--- config.mk ---
export PLATFORM = sky130hd
export DESIGN_NAME = lru_replace_ctrl_flat
export DESIGN_NICKNAME = d
export VERILOG_FILES = /design/src/rtl/lru_replace_ctrl_pkg.sv /design/src/rtl/lru_replace_ctrl_if.sv /design/src/rtl/lru_victim_pick.sv /design/src/rtl/lru_replace_ctrl.sv /design/src/flat_wrapper.sv
export SDC_FILE = /design/constraint.sdc
export NUM_CORES = 1
export LEC_CHECK = 0
export CAP_MARGIN = 5
export CELL_PAD_IN_SITES_DETAIL_PLACEMENT = 0
export CELL_PAD_IN_SITES_GLOBAL_PLACEMENT = 1
export CORE_MARGIN = 3
export CORE_UTILIZATION = 35
export DETAILED_ROUTE_END_ITERATION = 10
export HOLD_SLACK_MARGIN = 0.06
export PLACE_DENSITY = 0.85
export REMOVE_ABC_BUFFERS = 1
export SLEW_MARGIN = 20
export SYNTH_ARGS = -nofsm -noshare
export SYNTH_HDL_FRONTEND = slang
export SYNTH_SLANG_ARGS = --single-unit
export TNS_END_PERCENT = 1
--- constraint.sdc ---
create_clock -name clk -period 1.7 [get_ports clk]
set_input_delay 0.34 -clock clk [delete_from_list [all_inputs] [get_ports clk]]
set_output_delay 0.34 -clock clk [all_outputs]
set_load 0.05 [all_outputs]
--- src/rtl/lru_replace_ctrl_pkg.sv ---
// Shared definitions for the 4-way LRU replacement controller and its tracker:
// state encoding, way count and one-hot/index helpers.
package lru_replace_ctrl_pkg;

    localparam int NUM_WAYS  = 4;
    localparam int WAY_IDX_W = $clog2(NUM_WAYS);

    typedef enum logic [1:0] {
        ST_IDLE   = 2'd0,
        ST_SELECT = 2'd1,
        ST_FILL   = 2'd2,
        ST_UPDATE = 2'd3
    } lru_state_e;

    // Lowest set bit wins, so a multi-hot vector still yields one index.
    function automatic logic [WAY_IDX_W-1:0] oh2idx(input logic [NUM_WAYS-1:0] oh);
        logic [WAY_IDX_W-1:0] idx;
        idx = '0;
        for (int i = NUM_WAYS - 1; i >= 0; i--) begin
            if (oh[i]) idx = WAY_IDX_W'(i);
        end
        return idx;
    endfunction

    function automatic logic [NUM_WAYS-1:0] idx2oh(input logic [WAY_IDX_W-1:0] idx);
        return NUM_WAYS'(1) << idx;
    endfunction

endpackage

--- src/rtl/lru_replace_ctrl_if.sv ---
// Request, tracker-status and line-fill signals of the LRU replacement controller.
// The controller uses the slave side; the requester/memory side uses master.
interface lru_replace_ctrl_if;
    import lru_replace_ctrl_pkg::*;

    logic                 req_valid;
    logic                 req_hit;
    logic [NUM_WAYS-1:0]  req_hit_way;
    logic [NUM_WAYS-1:0]  way_invalid;
    logic [NUM_WAYS-1:0]  lru_status;
    logic                 mem_ack;
    logic                 mem_req;
    logic [3:0]           fill_beat;
    logic [WAY_IDX_W-1:0] victim_way;
    logic [NUM_WAYS-1:0]  way_access;
    logic                 busy;
    logic                 fill_done;
    logic                 fill_err;

    modport master (
        output req_valid, req_hit, req_hit_way, way_invalid, lru_status, mem_ack,
        input  mem_req, fill_beat, victim_way, way_access, busy, fill_done, fill_err
    );

    modport slave (
        input  req_valid, req_hit, req_hit_way, way_invalid, lru_status, mem_ack,
        output mem_req, fill_beat, victim_way, way_access, busy, fill_done, fill_err
    );

endinterface

--- src/rtl/lru_victim_pick.sv ---
// Victim priority selector: first invalid way, else first LRU candidate (status 0),
// else round-robin. The pointer only advances when the round-robin choice is consumed.
module lru_victim_pick
    import lru_replace_ctrl_pkg::*;
(
    input  logic                 clk,
    input  logic                 reset,
    input  logic                 adv_i,
    input  logic [NUM_WAYS-1:0]  way_invalid_i,
    input  logic [NUM_WAYS-1:0]  lru_status_i,
    output logic [WAY_IDX_W-1:0] victim_o
);

    logic [WAY_IDX_W-1:0] rr_q;
    logic [WAY_IDX_W-1:0] rr_d;
    logic                 use_rr;

    always_comb begin
        use_rr   = 1'b0;
        victim_o = rr_q;
        if (|way_invalid_i) begin
            victim_o = oh2idx(way_invalid_i);
        end else if (!(&lru_status_i)) begin
            victim_o = oh2idx(~lru_status_i);
        end else begin
            use_rr = 1'b1;
        end
        rr_d = (adv_i && use_rr) ? rr_q + WAY_IDX_W'(1) : rr_q;
    end

    always_ff @(posedge clk or posedge reset) begin
        if (reset) begin
            rr_q <= '0;
        end else begin
            rr_q <= rr_d;
        end
    end

endmodule

--- src/rtl/lru_replace_ctrl.sv ---
// Request-side controller for the matrix LRU tracker: forwards hits, picks a victim on
// a miss, runs the line fill with an ack timeout, then pulses the tracker update.
module lru_replace_ctrl
    import lru_replace_ctrl_pkg::*;
#(
    parameter int LINE_BEATS  = 4,
    parameter int ACK_TIMEOUT = 64
) (
    input  logic              clk,
    input  logic              reset,
    lru_replace_ctrl_if.slave bus
);

    localparam int TW = $clog2(ACK_TIMEOUT + 1);

    lru_state_e           state_q;
    logic [3:0]           beat_q;
    logic [TW-1:0]        tmo_q;
    logic [WAY_IDX_W-1:0] victim_q;
    logic [NUM_WAYS-1:0]  way_access_q;
    logic                 mem_req_q;
    logic                 busy_q;
    logic                 fill_done_q;
    logic                 fill_err_q;
    logic [WAY_IDX_W-1:0] pick_way;

    lru_victim_pick u_pick (
        .clk          (clk),
        .reset        (reset),
        .adv_i        (state_q == ST_SELECT),
        .way_invalid_i(bus.way_invalid),
        .lru_status_i (bus.lru_status),
        .victim_o     (pick_way)
    );

    always_ff @(posedge clk or posedge reset) begin
        if (reset) begin
            state_q      <= ST_IDLE;
            beat_q       <= '0;
            tmo_q        <= '0;
            victim_q     <= '0;
            way_access_q <= '0;
            mem_req_q    <= 1'b0;
            busy_q       <= 1'b0;
            fill_done_q  <= 1'b0;
            fill_err_q   <= 1'b0;
        end else begin
            way_access_q <= '0;
            fill_done_q  <= 1'b0;
            fill_err_q   <= 1'b0;
            case (state_q)
                ST_IDLE: begin
                    if (bus.req_valid) begin
                        busy_q <= 1'b1;
                        if (bus.req_hit && (|bus.req_hit_way)) begin
                            way_access_q <= idx2oh(oh2idx(bus.req_hit_way));
                            state_q      <= ST_UPDATE;
                        end else begin
                            state_q <= ST_SELECT;
                        end
                    end
                end
                ST_SELECT: begin
                    victim_q  <= pick_way;
                    beat_q    <= '0;
                    tmo_q     <= '0;
                    mem_req_q <= 1'b1;
                    state_q   <= ST_FILL;
                end
                ST_FILL: begin
                    // An ack always wins over the timeout terminal count.
                    if (bus.mem_ack) begin
                        beat_q <= beat_q + 4'd1;
                        tmo_q  <= '0;
                        if (beat_q == 4'(LINE_BEATS - 1)) begin
                            mem_req_q    <= 1'b0;
                            way_access_q <= idx2oh(victim_q);
                            fill_done_q  <= 1'b1;
                            state_q      <= ST_UPDATE;
                        end
                    end else begin
                        tmo_q <= tmo_q + TW'(1);
                        if (tmo_q == TW'(ACK_TIMEOUT - 1)) begin
                            fill_err_q <= 1'b1;
                            mem_req_q  <= 1'b0;
                            busy_q     <= 1'b0;
                            state_q    <= ST_IDLE;
                        end
                    end
                end
                ST_UPDATE: begin
                    busy_q  <= 1'b0;
                    state_q <= ST_IDLE;
                end
                default: begin
                    busy_q  <= 1'b0;
                    state_q <= ST_IDLE;
                end
            endcase
        end
    end

    assign bus.mem_req    = mem_req_q;
    assign bus.fill_beat  = beat_q;
    assign bus.victim_way = victim_q;
    assign bus.way_access = way_access_q;
    assign bus.busy       = busy_q;
    assign bus.fill_done  = fill_done_q;
    assign bus.fill_err   = fill_err_q;

endmodule

--- src/flat_wrapper.sv ---
// flat-port wrapper written by rule: the top's interface ports become plain ports
module lru_replace_ctrl_flat import lru_replace_ctrl_pkg::*;
#(
    parameter int LINE_BEATS  = 4,
    parameter int ACK_TIMEOUT = 64
)
  (clk, reset, bus_req_valid, bus_req_hit, bus_req_hit_way, bus_way_invalid, bus_lru_status, bus_mem_ack, bus_mem_req, bus_fill_beat, bus_victim_way, bus_way_access, bus_busy, bus_fill_done, bus_fill_err);
  lru_replace_ctrl_if bus_i ();
  input  logic clk;
  input  logic reset;
  input wire logic [$bits(bus_i.req_valid)-1:0] bus_req_valid;
  input wire logic [$bits(bus_i.req_hit)-1:0] bus_req_hit;
  input wire logic [$bits(bus_i.req_hit_way)-1:0] bus_req_hit_way;
  input wire logic [$bits(bus_i.way_invalid)-1:0] bus_way_invalid;
  input wire logic [$bits(bus_i.lru_status)-1:0] bus_lru_status;
  input wire logic [$bits(bus_i.mem_ack)-1:0] bus_mem_ack;
  output wire logic [$bits(bus_i.mem_req)-1:0] bus_mem_req;
  output wire logic [$bits(bus_i.fill_beat)-1:0] bus_fill_beat;
  output wire logic [$bits(bus_i.victim_way)-1:0] bus_victim_way;
  output wire logic [$bits(bus_i.way_access)-1:0] bus_way_access;
  output wire logic [$bits(bus_i.busy)-1:0] bus_busy;
  output wire logic [$bits(bus_i.fill_done)-1:0] bus_fill_done;
  output wire logic [$bits(bus_i.fill_err)-1:0] bus_fill_err;
  assign bus_i.req_valid = bus_req_valid;
  assign bus_i.req_hit = bus_req_hit;
  assign bus_i.req_hit_way = bus_req_hit_way;
  assign bus_i.way_invalid = bus_way_invalid;
  assign bus_i.lru_status = bus_lru_status;
  assign bus_i.mem_ack = bus_mem_ack;
  assign bus_mem_req = bus_i.mem_req;
  assign bus_fill_beat = bus_i.fill_beat;
  assign bus_victim_way = bus_i.victim_way;
  assign bus_way_access = bus_i.way_access;
  assign bus_busy = bus_i.busy;
  assign bus_fill_done = bus_i.fill_done;
  assign bus_fill_err = bus_i.fill_err;
  lru_replace_ctrl #(.LINE_BEATS(LINE_BEATS), .ACK_TIMEOUT(ACK_TIMEOUT)) u_core (.clk(clk), .reset(reset), .bus(bus_i));
endmodule
* Word level (Yosys, flattened, before mapping)
Index checks and enable logic that the tools add are counted.
** Word-level totals
- Bits in registers :: 25
- Logic and storage cells :: 86
** Operators by class
- Add/sub/neg operators :: 3
- Eq/ne operators :: 11
- Shift-type cells :: 2
- Muxes and demuxes :: 47
- Bitwise logic cells :: 1
- Reduce and logical (&&, ||, !) cells :: 12
** Operators by type and width (number)
- 2-to-1 mux 2 bit :: 22
- 2-to-1 mux 4 bit :: 5
- one-hot mux 4 bit (2 select lines) :: 2
- one-hot mux 7 bit (2 select lines) :: 1
- 2-to-1 mux 1 bit :: 13
- one-hot mux 2 bit (4 select lines) :: 1
- AND reduction 4 bit :: 2
- OR reduction 4 bit :: 2
- left shift 1 x 2 -> 4 bit, first input constant :: 2
- adder 7 x 1 -> 7 bit, second input constant :: 1
- == test 7 x 6 -> 1 bit, second input constant :: 1
- 2-to-1 mux 7 bit :: 1
- != test 2 bit, second input constant :: 3
- != test 3 x 2 -> 1 bit, second input constant :: 2
- AND reduction 3 bit :: 2
- adder 4 x 1 -> 4 bit, second input constant :: 1
- == test 2 bit, second input constant :: 2
- == test 4 x 2 -> 1 bit, second input constant :: 1
- inverter 4 bit :: 1
- one-hot mux 1 bit (3 select lines) :: 1
- nonzero test 3 bit :: 1
- adder 2 x 1 -> 2 bit, second input constant :: 1
- == test 2 x 1 -> 1 bit, second input constant :: 1
- logical AND 1 bit :: 2
- other kinds (5) :: 5

* Longest topological paths before layout
- Depth in word-level cells :: 11
- Gate-level depth with buffers :: 7

* Cells and area by module
A second synthesis with hierarchy kept.
** Second synthesis, totals
- Cell total of the unflattened synthesis :: 133
- Area total of the unflattened synthesis :: 1333.8 µm²
** By module, submodules not included
- lru_replace_ctrl :: instances 1, cells an instance 115, area each 1174.9 µm², seq. area each 575.6 µm²
- lru_victim_pick :: instances 1, cells an instance 18, area each 158.9 µm², seq. area each 50.0 µm²

* Least setup slack after synthesis
Ideal clock, no wire load.
- Kind :: register -> register
- From :: register u_core.beat_q[0], in the netlist u_core.bus.fill_beat[0]
- To :: register u_core.state_q[1]
- Arrival :: 1.832 ns
- Slack :: -0.253 ns
- Stages on the path, launching flop included :: 6
- Buffers on the path :: 0
- Period minus slack after synthesis :: 1.953 ns
- Cell sequence :: dfrtp_1 -> ha_1 -> or4bb_1 -> o211ai_1 -> nand2_1 -> a22o_1
** Between the ends
- Word-level cells in the longest chain between the ends :: 3
** RTL lines
- from (decl) :: line lru_replace_ctrl.sv:17 : logic [3:0] beat_q;
- from (signal assigned) :: line lru_replace_ctrl.sv:73 : beat_q <= beat_q + 4'd1;
- == test 4 x 2 -> 1 bit :: line lru_replace_ctrl.sv:75 : if (beat_q == 4'(LINE_BEATS - 1)) begin
- != test 3 x 2 -> 1 bit (no line)
- AND reduction 3 bit (no line)
- to (signal assigned) :: line lru_replace_ctrl.sv:79 : state_q <= ST_UPDATE;
- to (signal assigned) :: line lru_replace_ctrl.sv:87 : state_q <= ST_IDLE;
- to (signal assigned) :: line lru_replace_ctrl.sv:93 : state_q <= ST_IDLE;
- to (decl) :: line lru_replace_ctrl.sv:16 : lru_state_e state_q;
No other way between the ends.
A chain may end at the register's enable or synchronous reset.

* Worst setup path after layout
Ends and elaborated chain as after synthesis.

==> run_results.csv <==
group,metric,value,unit
status,status,"complete, no violations",
placed_design,numPlacedInstances,227,
placed_design,hpwl,2340,um
routing,drt-pass1-iter-count,4,
sta,final-setup-viol-count,0,
critical_path,startpoint_type,"flop",
cts,clkTransAtPathRegs,80,ps
yosys,synth_seq_area_share,47.7,%
yosys,syn_avg_cell_area,9.57,um^2
sta,rsz0062_at_grt,"yes",
sta,finalHoldViolCount,0,
placed_design,preCtsSetupSlack,-205,ps
sta,post-route-min-period,1650,ps
floorplanning,io_pins,31,
grt,grt.total_usage,14.5,%
placed_design,globalplace.congestion,0.855,
grt,antenna_found_initial,0,
cts,cts_tree,"yes",
yosys,synth_area,1310,um^2
grt,grt_start_max_net_pins,26,
yosys,synth_edf_count,0,
sta,worstMarginPinSlew,317,ps
cts,cts_hold_buf,0,
critical_path,r2r_slack,50,ps
floorplanning,core,3470,um^2
routing,first_iter_violations,50,
layout,drive_above_1_share,20.5,%
yosys,synthCells,137,
layout,layout_common_cells,"buf_4 (31), dfrtp_1 (25), clkdlybuf4s50_1 (16), nand2_1 (15), o21ai_0 (13)",
cts,cts_sinks,25,
cts,clk_latency,260,ps
critical_path,critPathKind,"reg -> reg",
placed_design,port_buffers,30,
sta,finalClockSkew,5.63,ps
sta,post-route-period-util,97.3,%
yosys,synth_seq_cells,25,
routing,route.vias.total,1171,
layout,finalNonFillerCells,231,
critical_path,required,1860,ps
yosys,synth_warnings,0,
yosys,dominantRegCellSynth,"dfrtp_1",
pwr,p_leak,0.000833,uW
pwr,p_per_area,1250,nW/um^2
critical_path,endpoint_kind,"flop",
grt,grt_pass1_vias,1124,
yosys,async_flop_share,100,%
run,cap_violations,0,
sta,finalSetupTns,0,ps
critical_path,critPathArrivalTime,1810,ps
cts,cts-buffers-inserted,3,
routing,detail-route-antenna-nets,0,
sta,setup_ws,46.1,ps
layout,area_delta_synth_final,37.0,%
sta,whs,425,ps
cts,cts_root_buf,"clkbuf_8",
floorplanning,die_h,67.2,um
pwr,ir_drop,0.623,mV
routing,drc_errors,0,
yosys,synth.distinct_cells,39,
grt,grt_pass1_wl,5040,um
critical_path,critical_path.max_fanout,3,
hold_path,min_path_type,"in -> async",
layout,final_core_utilization,51.8,%
routing,vias_per_cell,5.07,
sta,maxSlewViolCount,0,
cts,htree_levels,1,
floorplanning,start_util,37.8,%
floorplanning,rows,21,
routing,wire_per_inst,13.0,um
floorplanning,dieArea,4520,um^2
grt,grt_overflow_total,0,
layout,layout_commonest_cell,"buf_4",
cts,clockBufferDepth,2,
cts,postCtsSetupBuffers,0,
routing,wirelength,3000,um
layout,diodes,0,
sta,fmax,0.605,GHz
sta,max-slew-margin-rel,78.9,%
layout,fin_nets,209,
floorplanning,die_w,67.2,um
==> worst max-delay path: stages (launching register included) <==
cell and delay (ps):
dfrtp_1 360, ha_1 190, or4bb_1 520, o211ai_1 140
nand2_1 100, a22o_1 230
==> final cells by class <==
| cell class | instances | area [um^2] |
|---|---|---|
| inverter | 12 | 45.0 |
| clock buffer | 4 | 45.0 |
| tap | 46 | 57.6 |
| timing repair buffer | 47 | 393 |
| multi-input combinational | 97 | 631 |
| fill | 340 | 1670 |
| sequential | 25 | 626 |
==> sequential cells by signal, indices dropped and copies added (netlist names) <==
name and cells:
u_core.tmo_q 7, u_core.bus.mem_req 1, u_core.state_q 2, u_core.bus.fill_done 1, u_core.bus.victim_way 2, u_core.bus.fill_beat 4
u_core.bus.way_access 4, u_core.u_pick.rr_q 2, u_core.bus.fill_err 1, u_core.bus.busy 1
==> cells in the mapped netlist, types with 2 or more instances <==
master	n	share of area (%)
a21oi_1	7	2.7
a22o_1	3	2.0
and3_1	2	0.95
dfrtp_1	25	48
ha_1	6	5.7
inv_1	12	3.4
nand2_1	15	4.3
nand2b_1	4	1.9
nand3_1	7	2.7
nand3b_1	2	1.1
nand4_1	2	0.95
nor2_1	7	2.0
o21ai_0	13	5.0
o2bb2ai_1	3	2.0
o31ai_1	3	1.7
o32ai_1	2	1.3
xnor2_1	2	1.3
==> through the flow <==
stage	power, uW	cell area [um^2]
3_5_place_dp	1900	1740
3_3_place_gp	1870	1740
4_1_cts	2260	1790
5_1_grt	2390	1800
6_report	2240	1800
2_1_floorplan	1470	1290
==> final timing paths <==
path	startpoint	end	cells after the start
worst min-delay path	reset	u_core.bus.way_access[1]	3
worst min register to register	u_core.u_pick.rr_q[1]	u_core.u_pick.rr_q[1]	1
min in group clk	u_core.u_pick.rr_q[1]	u_core.u_pick.rr_q[1]	1
worst max-delay path	u_core.bus.fill_beat[0]	u_core.state_q[1]	5
max in group asynchronous	reset	u_core.bus.fill_beat[1]	3
worst max register to register	u_core.bus.fill_beat[0]	u_core.state_q[1]	5
==> cell families after synthesis <==
group / count (synthesis) / share of synthesized area, %
compound gates: 39 / 19.6
xor+xnor: 2 / 1.34
fa+ha+maj: 6 / 5.73
buf+inv: 15 / 4.87
flops: 25 / 47.7
mux: 1 / 0.859
simple gates: 49 / 19.9
==> power breakdown <==
group / internal, uW / switching (uW) / leakage [uW] / total, uW
sequential: 688 / 84.1 / 0.000334 / 772
clock: 167 / 177 / 0.0000228 / 345
combinational: 446 / 677 / 0.000475 / 1120
==> per-layer routing <==
layer | global-route usage [%] | wire length, um | vias to the layer above
met4 | 5.32 | 0 | 0
met5 | 0 | 0 | -
met2 | 23.6 | 1560 | 16
li1 | - | - | 591
met1 | 19.9 | 1390 | 564
met3 | 1.50 | 60 | 0
==> what timing repair did <==
item,CTS,global route
hold endpoints to repair,0,0
resized for setup,0,2
endpoints found under the setup margin,0,12
No activity file was read; power rests on OpenSTA's default activity.
==> variant, RTL diff (same flow settings) <==
The 4 states of `lru_state_e` get a one-hot encoding in 4 bits.
--- a/src/rtl/lru_replace_ctrl_pkg.sv
+++ b/src/rtl/lru_replace_ctrl_pkg.sv
@@ -5,11 +5,11 @@
     localparam int NUM_WAYS  = 4;
     localparam int WAY_IDX_W = $clog2(NUM_WAYS);
 
-    typedef enum logic [1:0] {
-        ST_IDLE   = 2'd0,
-        ST_SELECT = 2'd1,
-        ST_FILL   = 2'd2,
-        ST_UPDATE = 2'd3
+    typedef enum logic [3:0] {
+        ST_IDLE   = 4'b0001,
+        ST_SELECT = 4'b0010,
+        ST_FILL   = 4'b0100,
+        ST_UPDATE = 4'b1000
     } lru_state_e;
 
     // Lowest set bit wins, so a multi-hot vector still yields one index.
Function: same outputs for any inputs over 10 cycles, from zero or initial values and one cycle with reset high; not proved beyond that.
==> variant against the unedited design <==
Die area up 0.52%; critical path depth down 1; cell area down 0.56%; largest power group is now sequential cells; synthesized area up 0.57%; setup slack worse by 6.1 ps; clock power up 2%; sequential cell count up 2; sequential share of layout area up 3.1 points; wire length up 2.6%; sequential power up 30%; total power up 3.4%; hold slack better by 5.2 ps; via count down 2.0%.
==> variant: results (changes against the unedited design) <==
Timing
  – Max_slew headroom: 0.668 (-0.120)
  – Clock skew: 1.15 ps (-4.48 ps)

Placement
  – Detailed Place HPWL: 2370 um (+1.2%)
  – Post-Place Setup Slack: 6.72 ps (+212 ps)
  – Post-DP Area: 0.00172 sq mm (-1.6%)

Yosys
  – Mux cell area share after synthesis: 0.00759 (-0.000998)
  – Synth Area in Compound Gates: 0.159 (-0.0362)
  – Post-synth top cells: dfrtp_1 (26), nand2_1 (17), nand3_1 (8), nor2_1 (8)
  – Async set-or-reset flop fraction in the synthesized netlist: 1.00 (unchanged)
  – Post-Synth Adder-Cell Area: 0.0190 (-0.0383)

Critical path
  – Critical Path Fanout Max: 5 (+2)
  – Data arrival, critical path: 1850 ps (+40 ps)
  – CP max stage delay: 600 ps (+80 ps)
  – CP max stage cell: dfstp_2

Pwr
  – Sw Ratio: 0.415 (-0.00432)
  – Maximum VDD drop: 0.642 mV (+3.1%)
  – Power Density: 1300 mW/mm^2 (+4.0%)
  – Pleak: 0.821 nW (-1.4%)

Route
  – Drt total wl: 3080 um (+2.6%)
  – Vias/cell: 5.21 (+2.8%)
  – Initial drt markers: 65 (+30%)

Cells and area
  – Nets: 194 (-7.2%)
  – FILL cells: 322 (-5.3%)
  – Share of layout cells above drive strength 1: 0.218 (+0.0130)

Status
  – Status: finished, final reports clean

Global routing
  – Total GRT Usage: 0.141 (-0.00331)
  – First-pass GRT wire length: 4920 um (-2.5%)
  – Via count of the first global-routing pass: 1,106 (-1.6%)
## variant: stage by stage
step / total power, W / setup TNS (ps) / cells
final: 0.00232 / 0 / 220
after global routing: 0.00245 / -142 / 220
after CTS: 0.00232 / 0 / 220
after detailed placement: 0.00195 / 0 / 214
after global placement: 0.00192 / 0 / 214
after floorplan: 0.00160 / 0 / 127
## variant: cell type report
type / count / share of cell area
Inverter: 8 / 0.0168
Tap cell: 46 / 0.0322
Timing Repair Buffer: 43 / 0.203
Clock buffer: 4 / 0.0252
Multi-Input combinational cell: 92 / 0.344
Sequential cell: 27 / 0.379
## variant: power groups by stage
| stage | Clock [W] | Sequential (W) | Combinational [W] |
|---|---|---|---|
| after floorplan | 0 | 0.00126 | 0.000334 |
| after global placement | 0 | 0.00100 | 0.000921 |
| after detailed placement | 0 | 0.00101 | 0.000942 |
| after CTS | 0.000360 | 0.000997 | 0.000966 |
| after global routing | 0.000382 | 0.00103 | 0.00104 |
| final | 0.000351 | 0.00100 | 0.000964 |
## variant: worst reg2reg max path: cells and delay by family (launching register included)
kind,cells,cell delay [ps]
AOI/OAI and AO/OA,1,90
DFF,1,600
and+or+nand+nor,3,900
## variant: cell families (layout without fill, tap and decap cells)
| kind of cell | after synthesis | in the layout |
|---|---|---|
| simple gates | 53 | 53 |
| compound gates | 31 | 31 |
| flops | 27 | 27 |
| buf+inv | 10 | 55 |
| xor+xnor | 5 | 5 |
| fa+ha+maj | 2 | 2 |
| mux | 1 | 1 |
## variant: repair_timing
| item | CTS | global route |
|---|---|---|
| buffers inserted | 2 | 1 |
| endpoints found under the hold margin | 0 | 0 |
| hold buffers | 0 | 0 |
| setup endpoints to repair | 1 | 7 |
| pin swaps | 1 | 3 |
| gates resized for setup | 0 | 4 |
## variant: worst paths after layout
check | cells after the start | from | end | slack (ps)
max in group asynchronous | 3 | reset | u_core.state_q[0] | 980
setup / recovery | 4 | u_core.state_q[0] | u_core.bus.way_access[3] | 40
setup reg to reg | 4 | u_core.state_q[0] | u_core.bus.way_access[3] | 40
hold / removal | 3 | reset | u_core.tmo_q[1] | 430
hold reg to reg | 1 | u_core.u_pick.rr_q[1] | u_core.u_pick.rr_q[1] | 470
min in group clk | 1 | u_core.u_pick.rr_q[1] | u_core.u_pick.rr_q[1] | 470
## variant: per-layer routing
| metal | track usage | vias to the layer above | wire length [um] |
|---|---|---|---|
| met5 | 0 | - | 0 |
| met4 | 0.0405 | 0 | 34 |
| met3 | 0.0166 | 4 | 60 |
| met2 | 0.249 | 16 | 1610 |
| met1 | 0.181 | 566 | 1380 |
| li1 | - | 561 | - |
